## config.mk

```make
export PLATFORM = sky130hd
export DESIGN_NAME = mcycle_controller
export DESIGN_NICKNAME = d
export VERILOG_FILES = /design/src/rtl/mcycle_pkg.sv /design/src/rtl/mcycle_controller_fetch_beat_ctr.sv /design/src/rtl/mcycle_controller.sv
export SDC_FILE = /design/constraint.sdc
export NUM_CORES = 1
export LEC_CHECK = 0
export BUFFER_PORTS_ARGS = -buffer_cell sky130_fd_sc_hd__buf_2
export CAP_MARGIN = 20
export CORE_UTILIZATION = 30
export CTS_CLUSTER_SIZE = 16
export DETAILED_ROUTE_END_ITERATION = 6
export SETUP_SLACK_MARGIN = 0.3
export SLEW_MARGIN = 20
export SYNTH_ARGS = -nofsm -noshare
export SYNTH_HDL_FRONTEND = slang
export SYNTH_SLANG_ARGS = --single-unit
```

## constraint.sdc

```tcl
create_clock -name clk -period 2.7 [get_ports clk]
set_clock_uncertainty 0.05 [all_clocks]
set_input_delay 0.54 -clock clk [delete_from_list [all_inputs] [get_ports clk]]
set_output_delay 0.54 -clock clk [all_outputs]
set_load 0.005 [all_outputs]
```

## src/rtl/mcycle_pkg.sv

```systemverilog
// mcycle_pkg: shared constants for the multicycle MIPS controller.
// Holds the 4-bit FSM state encodings, the opcodes the controller decodes,
// and the encodings of the datapath mux selects it drives.
package mcycle_pkg;

  // FSM state encodings
  localparam logic [3:0] S_FETCH    = 4'd0;
  localparam logic [3:0] S_DECODE   = 4'd1;
  localparam logic [3:0] S_MEMADR   = 4'd2;
  localparam logic [3:0] S_MEMRD    = 4'd3;
  localparam logic [3:0] S_MEMWB    = 4'd4;
  localparam logic [3:0] S_MEMWR    = 4'd5;
  localparam logic [3:0] S_RTYPEEX  = 4'd6;
  localparam logic [3:0] S_RTYPEWB  = 4'd7;
  localparam logic [3:0] S_BRANCHEX = 4'd8;
  localparam logic [3:0] S_JEX      = 4'd9;
  localparam logic [3:0] S_JALEX    = 4'd10;
  localparam logic [3:0] S_IMMEX    = 4'd11;
  localparam logic [3:0] S_IMMWB    = 4'd12;

  // Opcodes
  localparam logic [5:0] OP_RTYPE = 6'b000000;
  localparam logic [5:0] OP_J     = 6'b000010;
  localparam logic [5:0] OP_JAL   = 6'b000011;
  localparam logic [5:0] OP_BEQ   = 6'b000100;
  localparam logic [5:0] OP_BNE   = 6'b000101;
  localparam logic [5:0] OP_ADDI  = 6'b001000;
  localparam logic [5:0] OP_ANDI  = 6'b001100;
  localparam logic [5:0] OP_ORI   = 6'b001101;
  localparam logic [5:0] OP_LB    = 6'b100000;
  localparam logic [5:0] OP_SB    = 6'b101000;

  // ALU operation select
  localparam logic [2:0] ALUOP_ADD   = 3'b000;
  localparam logic [2:0] ALUOP_SUB   = 3'b001;
  localparam logic [2:0] ALUOP_FUNCT = 3'b010;
  localparam logic [2:0] ALUOP_AND   = 3'b011;
  localparam logic [2:0] ALUOP_OR    = 3'b100;

  // ALU B operand select
  localparam logic [1:0] SRCB_B     = 2'b00;
  localparam logic [1:0] SRCB_ONE   = 2'b01;
  localparam logic [1:0] SRCB_IMM   = 2'b10;
  localparam logic [1:0] SRCB_IMMSH = 2'b11;

  // PC source select
  localparam logic [1:0] PCSRC_ALU    = 2'b00;
  localparam logic [1:0] PCSRC_ALUOUT = 2'b01;
  localparam logic [1:0] PCSRC_JUMP   = 2'b10;

  // Register-file destination select
  localparam logic [1:0] REGDST_RT  = 2'b00;
  localparam logic [1:0] REGDST_RD  = 2'b01;
  localparam logic [1:0] REGDST_R31 = 2'b10;

  // Register-file write-data select
  localparam logic [1:0] M2R_ALUOUT = 2'b00;
  localparam logic [1:0] M2R_MDR    = 2'b01;
  localparam logic [1:0] M2R_PC     = 2'b10;

endpackage

```

## src/rtl/mcycle_controller_fetch_beat_ctr.sv

```systemverilog
// fetch_beat_ctr: counts instruction-fetch byte beats.
// Ports: clk, rst (sync, active-high), clr (sync clear), en (advance one beat),
//        beat (current beat index), last (beat is the final one),
//        beat_onehot (one-hot decode of beat, used as IR byte-lane enable).
module fetch_beat_ctr #(
  parameter int FETCH_BEATS = 4,
  parameter int BEAT_W      = (FETCH_BEATS > 1) ? $clog2(FETCH_BEATS) : 1
) (
  input  logic                   clk,
  input  logic                   rst,
  input  logic                   clr,
  input  logic                   en,
  output logic [BEAT_W-1:0]      beat,
  output logic                   last,
  output logic [FETCH_BEATS-1:0] beat_onehot
);

  logic [BEAT_W-1:0] beat_r;

  // Beat counter: wraps to zero after the last beat so the next fetch starts at lane 0
  always_ff @(posedge clk) begin
    if (rst) begin
      beat_r <= {BEAT_W{1'b0}};
    end else if (clr) begin
      beat_r <= {BEAT_W{1'b0}};
    end else if (en) begin
      if (last) begin
        beat_r <= {BEAT_W{1'b0}};
      end else begin
        beat_r <= beat_r + BEAT_W'(1);
      end
    end else begin
      beat_r <= beat_r;
    end
  end

  assign beat = beat_r;
  assign last = (beat_r == BEAT_W'(FETCH_BEATS - 1));

  for (genvar i = 0; i < FETCH_BEATS; i++) begin : g_onehot
    assign beat_onehot[i] = (beat_r == BEAT_W'(i));
  end

endmodule

```

## src/rtl/mcycle_controller.sv

```systemverilog
// mcycle_controller: multicycle MIPS control FSM with byte-serial fetch and a
// memory-ready handshake on every memory access.
// Ports: clk, rst (sync, active-high); op (IR opcode), zero (ALU zero flag),
//        memready (memory completes this cycle); memread/memwrite strobes,
//        iord, alusrca, alusrcb, aluop, pcsource, regwrite, regdst, memtoreg,
//        irwrite (one-hot IR byte lane), pcen, illegal (opcode trap pulse),
//        state_o (current state, debug).
// All outputs are combinational from state, beat, op, zero and memready.
module mcycle_controller
  import mcycle_pkg::*;
#(
  parameter int FETCH_BEATS = 4,
  parameter int BEAT_W      = (FETCH_BEATS > 1) ? $clog2(FETCH_BEATS) : 1
) (
  input  logic                   clk,
  input  logic                   rst,
  input  logic [5:0]             op,
  input  logic                   zero,
  input  logic                   memready,
  output logic                   memread,
  output logic                   memwrite,
  output logic                   iord,
  output logic                   alusrca,
  output logic [1:0]             alusrcb,
  output logic [2:0]             aluop,
  output logic [1:0]             pcsource,
  output logic                   regwrite,
  output logic [1:0]             regdst,
  output logic [1:0]             memtoreg,
  output logic [FETCH_BEATS-1:0] irwrite,
  output logic                   pcen,
  output logic                   illegal,
  output logic [3:0]             state_o
);

  logic [3:0]             state_r;
  logic [3:0]             next_state_s;
  logic                   in_fetch_s;
  logic                   last_beat_s;
  logic [BEAT_W-1:0]      beat_s;
  logic [FETCH_BEATS-1:0] beat_onehot_s;
  logic                   pcwrite_s;
  logic                   branch_s;
  logic                   branch_taken_s;

  assign in_fetch_s = (state_r == S_FETCH);

  // Held at zero outside FETCH so every fetch begins on lane 0 regardless of history
  fetch_beat_ctr #(
    .FETCH_BEATS (FETCH_BEATS),
    .BEAT_W      (BEAT_W)
  ) u_beat_ctr (
    .clk         (clk),
    .rst         (rst),
    .clr         (~in_fetch_s),
    .en          (memready & in_fetch_s),
    .beat        (beat_s),
    .last        (last_beat_s),
    .beat_onehot (beat_onehot_s)
  );

  // State register
  always_ff @(posedge clk) begin
    if (rst) begin
      state_r <= S_FETCH;
    end else begin
      state_r <= next_state_s;
    end
  end

  // Next-state and control decode
  always_comb begin
    next_state_s = state_r;
    memread      = 1'b0;
    memwrite     = 1'b0;
    iord         = 1'b0;
    alusrca      = 1'b0;
    alusrcb      = SRCB_B;
    aluop        = ALUOP_ADD;
    pcsource     = PCSRC_ALU;
    regwrite     = 1'b0;
    regdst       = REGDST_RT;
    memtoreg     = M2R_ALUOUT;
    irwrite      = {FETCH_BEATS{1'b0}};
    illegal      = 1'b0;
    pcwrite_s    = 1'b0;
    branch_s     = 1'b0;

    case (state_r)
      S_FETCH: begin
        memread = 1'b1;
        alusrcb = SRCB_ONE;
        aluop   = ALUOP_ADD;
        // PC+1 and the IR lane are only committed on the beat memory delivers
        if (memready) begin
          irwrite   = beat_onehot_s;
          pcwrite_s = 1'b1;
          if (last_beat_s) begin
            next_state_s = S_DECODE;
          end else begin
            next_state_s = S_FETCH;
          end
        end else begin
          next_state_s = S_FETCH;
        end
      end
      S_DECODE: begin
        // Branch target is precomputed into ALUOut while decoding
        alusrcb = SRCB_IMMSH;
        aluop   = ALUOP_ADD;
        case (op)
          OP_LB, OP_SB:              next_state_s = S_MEMADR;
          OP_ADDI, OP_ANDI, OP_ORI:  next_state_s = S_IMMEX;
          OP_RTYPE:                  next_state_s = S_RTYPEEX;
          OP_BEQ, OP_BNE:            next_state_s = S_BRANCHEX;
          OP_J:                      next_state_s = S_JEX;
          OP_JAL:                    next_state_s = S_JALEX;
          default: begin
            illegal      = 1'b1;
            next_state_s = S_FETCH;
          end
        endcase
      end
      S_MEMADR: begin
        alusrca = 1'b1;
        alusrcb = SRCB_IMM;
        aluop   = ALUOP_ADD;
        if (op == OP_LB) begin
          next_state_s = S_MEMRD;
        end else if (op == OP_SB) begin
          next_state_s = S_MEMWR;
        end else begin
          next_state_s = S_FETCH;
        end
      end
      S_MEMRD: begin
        memread = 1'b1;
        iord    = 1'b1;
        if (memready) begin
          next_state_s = S_MEMWB;
        end else begin
          next_state_s = S_MEMRD;
        end
      end
      S_MEMWB: begin
        regwrite     = 1'b1;
        memtoreg     = M2R_MDR;
        regdst       = REGDST_RT;
        next_state_s = S_FETCH;
      end
      S_MEMWR: begin
        memwrite = 1'b1;
        iord     = 1'b1;
        if (memready) begin
          next_state_s = S_FETCH;
        end else begin
          next_state_s = S_MEMWR;
        end
      end
      S_IMMEX: begin
        alusrca = 1'b1;
        alusrcb = SRCB_IMM;
        case (op)
          OP_ANDI: aluop = ALUOP_AND;
          OP_ORI:  aluop = ALUOP_OR;
          default: aluop = ALUOP_ADD;
        endcase
        next_state_s = S_IMMWB;
      end
      S_IMMWB: begin
        regwrite     = 1'b1;
        regdst       = REGDST_RT;
        memtoreg     = M2R_ALUOUT;
        next_state_s = S_FETCH;
      end
      S_RTYPEEX: begin
        alusrca      = 1'b1;
        alusrcb      = SRCB_B;
        aluop        = ALUOP_FUNCT;
        next_state_s = S_RTYPEWB;
      end
      S_RTYPEWB: begin
        regwrite     = 1'b1;
        regdst       = REGDST_RD;
        next_state_s = S_FETCH;
      end
      S_BRANCHEX: begin
        alusrca      = 1'b1;
        alusrcb      = SRCB_B;
        aluop        = ALUOP_SUB;
        pcsource     = PCSRC_ALUOUT;
        branch_s     = 1'b1;
        next_state_s = S_FETCH;
      end
      S_JEX: begin
        pcwrite_s    = 1'b1;
        pcsource     = PCSRC_JUMP;
        next_state_s = S_FETCH;
      end
      S_JALEX: begin
        // r31 captures the pre-jump PC on the same edge the PC loads the target
        regwrite     = 1'b1;
        regdst       = REGDST_R31;
        memtoreg     = M2R_PC;
        pcwrite_s    = 1'b1;
        pcsource     = PCSRC_JUMP;
        next_state_s = S_FETCH;
      end
      default: begin
        next_state_s = S_FETCH;
      end
    endcase

    // BNE takes the branch on a non-zero compare, BEQ on zero
    if (op == OP_BNE) begin
      branch_taken_s = ~zero;
    end else begin
      branch_taken_s = zero;
    end
    pcen = pcwrite_s | (branch_s & branch_taken_s);
  end

  assign state_o = state_r;

endmodule
```

== Word-level counts from Yosys, hierarchy flattened ==
Cells that the tools add are included.

* Register bits: 6
* Latch bits: 0
* Memory bits (writable): 0
* Memory bits (read-only): 0
* Bits of input ports: 10
* Output and inout bits: 26
* Word-level logic and storage cells: 74
* Memories kept: 0

* Add/subtract/negate cells: 1
* $mul: 0
* Div/mod/pow operators: 0
* Order comparisons: 0
* Equality and inequality tests: 24
* Shift operators: 0
* Mux-type cells: 28
* Bitwise logic cells: 5
* Reduce and logical (&&, ||, !) cells: 14

{| class="wikitable"
|+ Operators with widths
! operator !! count
|-
| case mux 4 bit (7 select lines) || 1
|-
| case mux 4 bit (6 select lines) || 1
|-
| equality test 4 bit (second input constant) || 5
|-
| equality test 6 x 4 -> 1 bit (second input constant) || 3
|-
| equality test 4 x 3 -> 1 bit (second input constant) || 4
|-
| OR reduction 2 bit || 7
|-
| equality test 6 x 2 -> 1 bit (second input constant) || 2
|-
| equality test 6 x 3 -> 1 bit (second input constant) || 2
|-
| equality test 6 bit (second input constant) || 2
|-
| 2-to-1 mux 3 bit || 4
|-
| 2-to-1 mux 4 bit || 3
|-
| case mux 2 bit (2 select lines) || 3
|-
| 2-to-1 mux 1 bit || 11
|-
| OR reduction 10 bit || 1
|-
| case mux 3 bit (3 select lines) || 1
|-
| equality test 4 x 2 -> 1 bit (second input constant) || 2
|-
| OR reduction 4 bit || 2
|-
| logical NOT 6 bit || 1
|-
| case mux 2 bit (3 select lines) || 1
|-
| case mux 3 bit (2 select lines) || 1
|-
| equality test 2 bit (second input constant) || 2
|-
| equality test 4 x 1 -> 1 bit (second input constant) || 1
|-
| logical NOT 4 bit || 1
|-
| OR reduction 3 bit || 1
|-
| other kinds (8) || 10
|}

== Longest topological paths before layout ==
Gate-level depths: netlist of run 1.

* Word-level depth: 4
* Gate-level depth with buffers: 6
* Depth with buffers taken out: 5

== By module ==
Synthesis of run 1 repeated with hierarchy kept, for this count alone.

* Cell total of the unflattened synthesis: 132
* Area, all modules: 903.4 sq um

{| class="wikitable"
|+ Modules (own cells, without submodules)
! module !! instances !! cells each !! area an instance (sq um) !! sequential area each (sq um)
|-
| mcycle_controller || 1 || 118 || 755.7 || 80.1
|-
| fetch_beat_ctr || 1 || 14 || 147.6 || 40.0
|}

== Least setup slack after synthesis of run 1 ==
Ideal clock, no wire load.

* Kind: in2out
* Start: input port op[1]
* End: output port illegal
* Data arrival time: 1.404 ns
* Data required time: 2.110 ns
* Path slack: 0.706 ns
* Cell stages on the path: 4
* Path buffers: 1
* Cell sequence: buf_6 > or3b_4 > o21ai_1 > a2111oi_0

* Word-level cells in the longest chain between the ends: 4
* Elaborated cells on any way between the ends: 13
* Classes of those cells: 9 x eq/ne; 2 x mux; 2 x reduce/logical

{| class="wikitable"
|+ RTL lines
! what !! line !! source
|-
| start: declaration || mcycle_controller.sv:17 || <nowiki>input logic [5:0] op,</nowiki>
|-
| equality test 6 bit (tied with other cells) || mcycle_controller.sv:111 || <nowiki>case (op)</nowiki>
|-
| OR reduction 10 bit (no line) * || - ||
|-
| 2-to-1 mux 1 bit * || mcycle_controller.sv:111 ||
|-
| 2-to-1 mux 1 bit * || mcycle_controller.sv:89 || <nowiki>case (state_r)</nowiki>
|-
| end: declaration || mcycle_controller.sv:32 || <nowiki>output logic illegal,</nowiki>
|}

Every way passes the cells marked *; elsewhere a longest branch is shown, timed or not.

== Worst setup path after layout of run 1 ==
* Start: input port op[5]
* End: output port pcen

* Word-level cells in the longest chain between the ends: 4

{| class="wikitable"
|+ RTL lines
! what !! line !! source
|-
| equality test 6 x 3 -> 1 bit || mcycle_controller.sv:215 || <nowiki>if (op == OP_BNE) begin</nowiki>
|-
| 2-to-1 mux 1 bit || mcycle_controller.sv:215 ||
|-
| AND 1 bit || mcycle_controller.sv:220 || <nowiki>pcen = pcwrite_s | (branch_s & branch_taken_s);</nowiki>
|-
| bitwise OR 1 bit || mcycle_controller.sv:220 ||
|-
| end: declaration || mcycle_controller.sv:31 || <nowiki>output logic pcen,</nowiki>
|}

No other way between the ends.

==> results.md, run 1 <==
* Worst hold margin at between 0.4 and 0.5 ns
* Final setup TNS at 0 ns
* Netlist Area Pre-Place at approximately 830 um^2
* # hold bufs at CTS at 0
* Largest area contributor in the netlist: dfxtp_1
* Dominant synthesized flop cell: dfxtp_1
* Peak VDD IR at between 0.15 and 0.2 mV
* Slowest cell on crit path: a211o_1
* Top-count cell post-synth: nor2_1
* RSZ-0062 raised after global routing: no
* Final Power at between 200 and 250 uW
* Clk Latency, worst-skew pair at between 0.2 and 0.25 ns
* Yosys cell types at 45
* Leak Pwr at just under 0.0005 uW
* Final WL at between 2 and 2.5 mm
* Worst-margin pin slew at roughly 0.36 ns
* Setup Crit Path Kind: in -> out
* Iter 0 DRT Violations at 24
* Root buffer cell: clkbuf_4
* Area Growth Syn to Fin at 24.5%
* Worst path top cell family by delay: simple AND/OR/NAND/NOR gates
* Outcome: finished, final reports clean
* Max Slew Vio Count at 0
* Req. time, crit path at between 2 and 2.5 ns
* Antenna violations before repair at 0
* CTS tree: done
* Crit path DAT at about 1.6 ns
* Period utilization at approximately four fifths
* Max Clock Freq at approximately 470 MHz
* DP Wirelength at around 1.8 mm
* Clk slew on worst S/H paths at ~0.04 ns
* Min cycle time layout at approximately 2.1 ns
* Yosys reg bits at 6
* Die height at ~54 um
* Max stage delay on crit path at between 0.2 and 0.3 ns
* Post-synth EDFFs at 0
* Post-Syn Instances at 117
* ANT cells at 0
* Clock tree buffer depth at 2
* Initial Util at 32.4%
* Post-route core utilization at approximately two fifths
* GRT overflow at 0
* First-pass GRT wire length at ~3.5 mm
* Top cell type's share of synthesized area at 14.5%
* DR vias/cell at 5.20
* Core box area at ~2500 um^2
* Crit end category: output pin
* Relative slew slack at approximately three quarters
* Crit path cell chain: buf_2 > nor2_1 > nand4_1 > xnor2_1 > a211o_1 > buf_2
* Hold Fails Final Rpt at 0
* GR Util All Layers at 16.4%
* Power density over the cells at roughly 230 nW/um^2
* Syn Area/Cell at 7.06 um^2
* Setup WS pre-CTS at approximately 0.54 ns
* Antenna viol nets, final at 0
* Die extent in x at approximately 54 um
* Crit path launch type: input pin
* Gp weighted congestion at 0.786
* Largest net degree at the start of global routing at 17
* Post-synth net total at ~130
* Ports at 36
* H-tree Lvls at 1
* Routed length per instance at approximately 12 um
* Die Footprint at 2970 um^2
* Setup ws final at approximately 0.55 ns
* PortBufs at 35
* Ranking of synthesized cells by area: dfxtp_1 (15%), nor2_1 (8.6%), ha_1 (6.1%), nor3_1 (4.8%), a21oi_1 (4.2%)
* CP dominant cell by count: buf_2
* Part of the Yosys area used for sequential elements at between 10 and 15%
* DR vias at about 930
* Post-synth top cells: nor2_1 (19), nor3_1 (8), a21oi_1 (7), dfxtp_1 (6), inv_1 (6)
* Final nets at 164
* Final setup fails at 0
* Vias in the first global route at 793
* FP Rows at 18
* Layout cells sized above 1 at between 30% and 40%
* Crit Path Max Fanout at 5
* Cts bufs inserted at 3
* Tightest Hold Check Type: in -> reg
* Crit path buf inv count at 2
* Ys async rst share at 0%
* Ys Warns at 0
* CTS Sinks at 6
* # DRC at 0
* # Max-Cap Violations at 0
* DRT Pass-1 Iters at 4
-- logic make-up (layout without fill, tap and decap cells) --
family	count (synthesis)	in the layout	synth area share (%)
AOI/OAI and AO/OA	27	27	21.8
muxes	3	3	3.79
adders and majority gates	4	4	6.06
and+or+nand+nor	59	59	41.8
xor gates and xnor gates	2	2	2.12
DFF	6	6	14.5
buffers and inverters	16	47	9.85
-- flip-flops by register name (all words and copies together) (netlist names) --
signal           count
state_o              4
u_beat_ctr.beat      2
-- where the power goes --
part	internal, uW	switching [uW]	leakage (uW)	total [uW]
Combinational	24.3	30.8	0.000429	55.1
Clock	50.3	33.1	0.0000138	83.4
Sequential	91.6	3.20	0.0000492	94.8
Total	166	67.2	0.000492	233
-- metal layers --
layer	vias to the layer above	wire length, um	track usage, %
li1	481	-	-
met1	412	1100	21.9
met2	30	932	25.8
met3	2	131	3.61
met4	0	8	5.13
met5	-	0	0
-- layout by cell type (no fill, tap or decap), types with 4 or more instances in the layout --
master   Yosys  layout
nor3_1       8       8
dfxtp_1      6       5
inv_1        6       6
and2_1       4       4
ha_1         4       4
buf_2        5      35
nor2_1      19      19
nor2b_1      4       4
a21oi_1      7       7
-- repair_timing --
| item | CTS | global route |
|---|---|---|
| endpoints found under the hold margin | 0 | 0 |
| setup endpoints to repair | 0 | 4 |
| setup buffers | 0 | 0 |
| resized for setup | 0 | 2 |
-- final timing paths --
path	slack, ns	cells past startpoint	from	end
worst min-delay path	0.46	2	rst	u_beat_ctr.beat[1]$_SDFFE_PP0P_
worst min register to register	0.52	2	u_beat_ctr.beat[1]$_SDFFE_PP0P_	u_beat_ctr.beat[1]$_SDFFE_PP0P_
worst max register to register	1.21	5	state_o[1]$_SDFF_PP0_	state_o[0]$_SDFF_PP0_
worst max-delay path	0.55	6	op[5]	pcen
-- worst register-to-register path, cell delays in order, from the launching register on --
cell	delay [ns]
dfxtp_1	0.35
buf_4	0.24
nand2b_1	0.17
nor3_1	0.32
a22oi_1	0.16
a21oi_1	0.13
-- area by class of cell --
class	instances	area, um^2
multi-input cells	95	627
repair buffers	38	198
clock buffers	3	22.5
well taps	30	37.5
fillers	279	1520
flip-flops and latches	6	121
inverters	6	22.5
-- metrics by stage --
stage | cell area [um^2] | std cells
2_1_floorplan | 826 | 117
3_3_place_gp | 1000 | 175
3_5_place_dp | 1000 | 175
4_1_cts | 1020 | 178
5_1_grt | 1030 | 178
6_report | 1030 | 178
Note: power is estimated with default switching activity, not from simulation.
==> inputs of run 2 (changes only) <==
==> constraint.sdc (replaced) <==
create_clock -name clk -period 2.2 [get_ports clk]
set_clock_uncertainty 0.05 [all_clocks]
set_input_delay 0.44 -clock clk [delete_from_list [all_inputs] [get_ports clk]]
set_output_delay 0.44 -clock clk [all_outputs]
set_load 0.005 [all_outputs]
==> run 2 against run 1 <==
Combinational power increased by 38%. Hold slack got worse by 0.098 ns. Non-clock buffer count increased by 4. Flip-flop and latch count unchanged. Via count increased by 5.2%. Clock power increased by 22%.
==> results.md, run 2 (synthesized netlist as in run 1, its figures left out) <==
* Antenna violations before repair at 0 (unchanged)
* Antenna viol nets, final at 0 (unchanged)
* Hold path cells at 2 (unchanged)
* Max Clock Freq at 538 MHz
* Setup Crit Path Kind: in -> out (unchanged)
* # Max-Cap Violations at 0 (unchanged)
* Clk slew on worst S/H paths at 0.04 ns (about the same)
* Area Growth Syn to Fin at 38.9% (was 24.5%)
* First-pass GRT wire length at 3.80 mm (was 3.49 mm)
* Max Slew Vio Count at 0 (unchanged)
* FP Rows at 18 (unchanged)
* Period utilization at 84.4%
* CTS tree: done (unchanged)
* DRT Pass-1 Iters at 4 (unchanged)
* Depth of the most critical reg-to-reg path at 4 (was 5)
* Multi-input combinational cell area at 686 um^2 (was 627 um^2)
* Outcome: finished, final reports clean (unchanged)
* Power density over the cells at 255 nW/um^2 (was 227 nW/um^2)
* Final WL at 2.32 mm (was 2.17 mm)
* ANT cells at 0 (unchanged)
* Iter 0 DRT Violations at 8 (was 24)
* H-tree Lvls at 1 (unchanged)
* PortBufs at 35 (unchanged)
* Clk Latency, worst-skew pair at 0.25 ns (was 0.24 ns)
* Core box area at 2540 um^2 (unchanged)
* Cts bufs inserted at 3 (unchanged)
* Ports at 36 (unchanged)
* Placed instance count at 177 (was 175)
* Final setup fails at 0 (unchanged)
* Routed length per instance at 12.8 um (was 12.2 um)
* CTS Sinks at 6 (unchanged)
* # DRC at 0 (unchanged)
* Commonest non-fill, non-tap cell in the layout: buf_2 (unchanged)
* Die extent in x at 54.5 um (unchanged)
* Most frequent cells in the layout: buf_2 (33), nor2_1 (15), nor3_1 (7), a21oi_1 (7) (was buf_2 (35), nor2_1 (19), nor3_1 (8))
* Largest net degree at the start of global routing at 15 (was 17)
* GR Util All Layers at 18.1% (was 16.4%)
* Vias in the first global route at 831 (was 793)
* # hold bufs at CTS at 0 (unchanged)
* Min cycle time layout at between 1.5 and 2 ns
* Tightest Hold Check Type: in -> reg (unchanged)
* Final instance area at 1150 um^2 (was 1030 um^2)
* Root buffer cell: clkbuf_4 (unchanged)
* Final nets at 168 (was 164)
* Reg area at 128 um^2 (was 121 um^2)
* Final setup TNS at 0 ns (unchanged)
* Gp weighted congestion at 0.838 (was 0.786)
* Placed cell area at 1020 um^2 (was 1000 um^2)
* Crit end category: output pin (unchanged)
* RSZ-0062 raised after global routing: yes (was no)
* Worst-margin pin slew at 0.362 ns (was 0.356 ns)
* Setup ws final at 0.342 ns (was 0.551 ns)
* Initial Util at 32.4% (unchanged)
* Crit path launch type: input pin (unchanged)
* Hold Fails Final Rpt at 0 (unchanged)
* DR vias/cell at 5.35 (was 5.20)
* Setup WS pre-CTS at 0.247 ns (was 0.536 ns)
* Req. time, crit path at 1.71 ns (was 2.11 ns)
* Post-Layout Cell Count at 182 (was 178)
* Die Footprint at 2970 um^2 (unchanged)
* Layout cells sized above 1 at 45.4% (was 33.1%)
* DP Wirelength at 1.75 mm (about the same)
* Clock tree buffer depth at 2 (unchanged)
* # fillers at 279 (unchanged)
* R2r setup slk at 0.83 ns (was 1.21 ns)
* Peak VDD IR at 0.163 mV (was 0.165 mV)
* Crit path DAT at 1.37 ns (was 1.56 ns)
* DR vias at 973 (was 925)
* GRT overflow at 0 (unchanged)
* Crit Path Max Fanout at 5 (unchanged)
* Largest register FFs at 4 (unchanged)
* Die height at 54.5 um (unchanged)
* Relative slew slack at 75.7% (was 76.1%)
* Leak Pwr at 0.000532 uW (was 0.000492 uW)
==> run 2: cell count changes in the layout (fill, tap and decap cells not counted), moves of 2 or more <==
cell	delta
nor2_1	-4
buf_6	+3
dfxtp_1	-3
buf_2	-2
buf_4	+2
dfxtp_2	+2
nand2b_1	-2
nor2_2	+2
nor2_4	+2
==> run 2: where the power goes <==
group | internal [uW] | switching, uW
Clock | 61.7 | 39.9
Combinational | 33.9 | 42.0
Sequential | 111 | 4.08
==> run 2: final timing paths <==
| path | to | startpoint |
|---|---|---|
| max | pcen | op[5] |
| max reg2reg | state_o[1]$_SDFF_PP0_ | state_o[0]$_SDFF_PP0_ |
| min | u_beat_ctr.beat[1]$_SDFFE_PP0P_ | rst |
| min reg2reg | u_beat_ctr.beat[1]$_SDFFE_PP0P_ | u_beat_ctr.beat[1]$_SDFFE_PP0P_ |
==> run 2: routing by layer <==
layer  part of all wire, %  track usage, %  wire [um]
met5                     0               0          0
met4                  0.90            7.69         21
met3                   5.2            3.33        121
met2                    45            28.3       1050
met1                    48            24.0       1120
==> run 2: timing repair <==
item                                    4_1_cts  5_1_grt
gates resized for setup                      11       21
endpoints found under the setup margin        9       13
setup buffers                                 0        2
pin swaps                                     2        3
==> run 2: area by class of cell <==
| cell class | count | area share, % |
|---|---|---|
| multi-input cells | 95 | 59.8 |
| repair buffers | 42 | 21.9 |
| flip-flops and latches | 6 | 11.1 |
| well taps | 30 | 3.27 |
| clock buffers | 3 | 1.96 |
| inverters | 6 | 1.96 |
==> run 2: metrics by stage <==
stage	util [%]	hold slack, ns	total power [uW]
global placement	40.0	0.507	184
finish	45.1	0.364	293
global route	45.1	0.376	315
CTS	42.1	0.365	294
detailed placement	40.0	0.506	187
floorplan	-	0.469	162
==> run 2: critical path, stage by stage <==
cell and delay [ns]:
buf_2 0.15, nor2_4 0.14, nand4_1 0.12, xnor2_1 0.14, a211o_1 0.25, buf_2 0.12
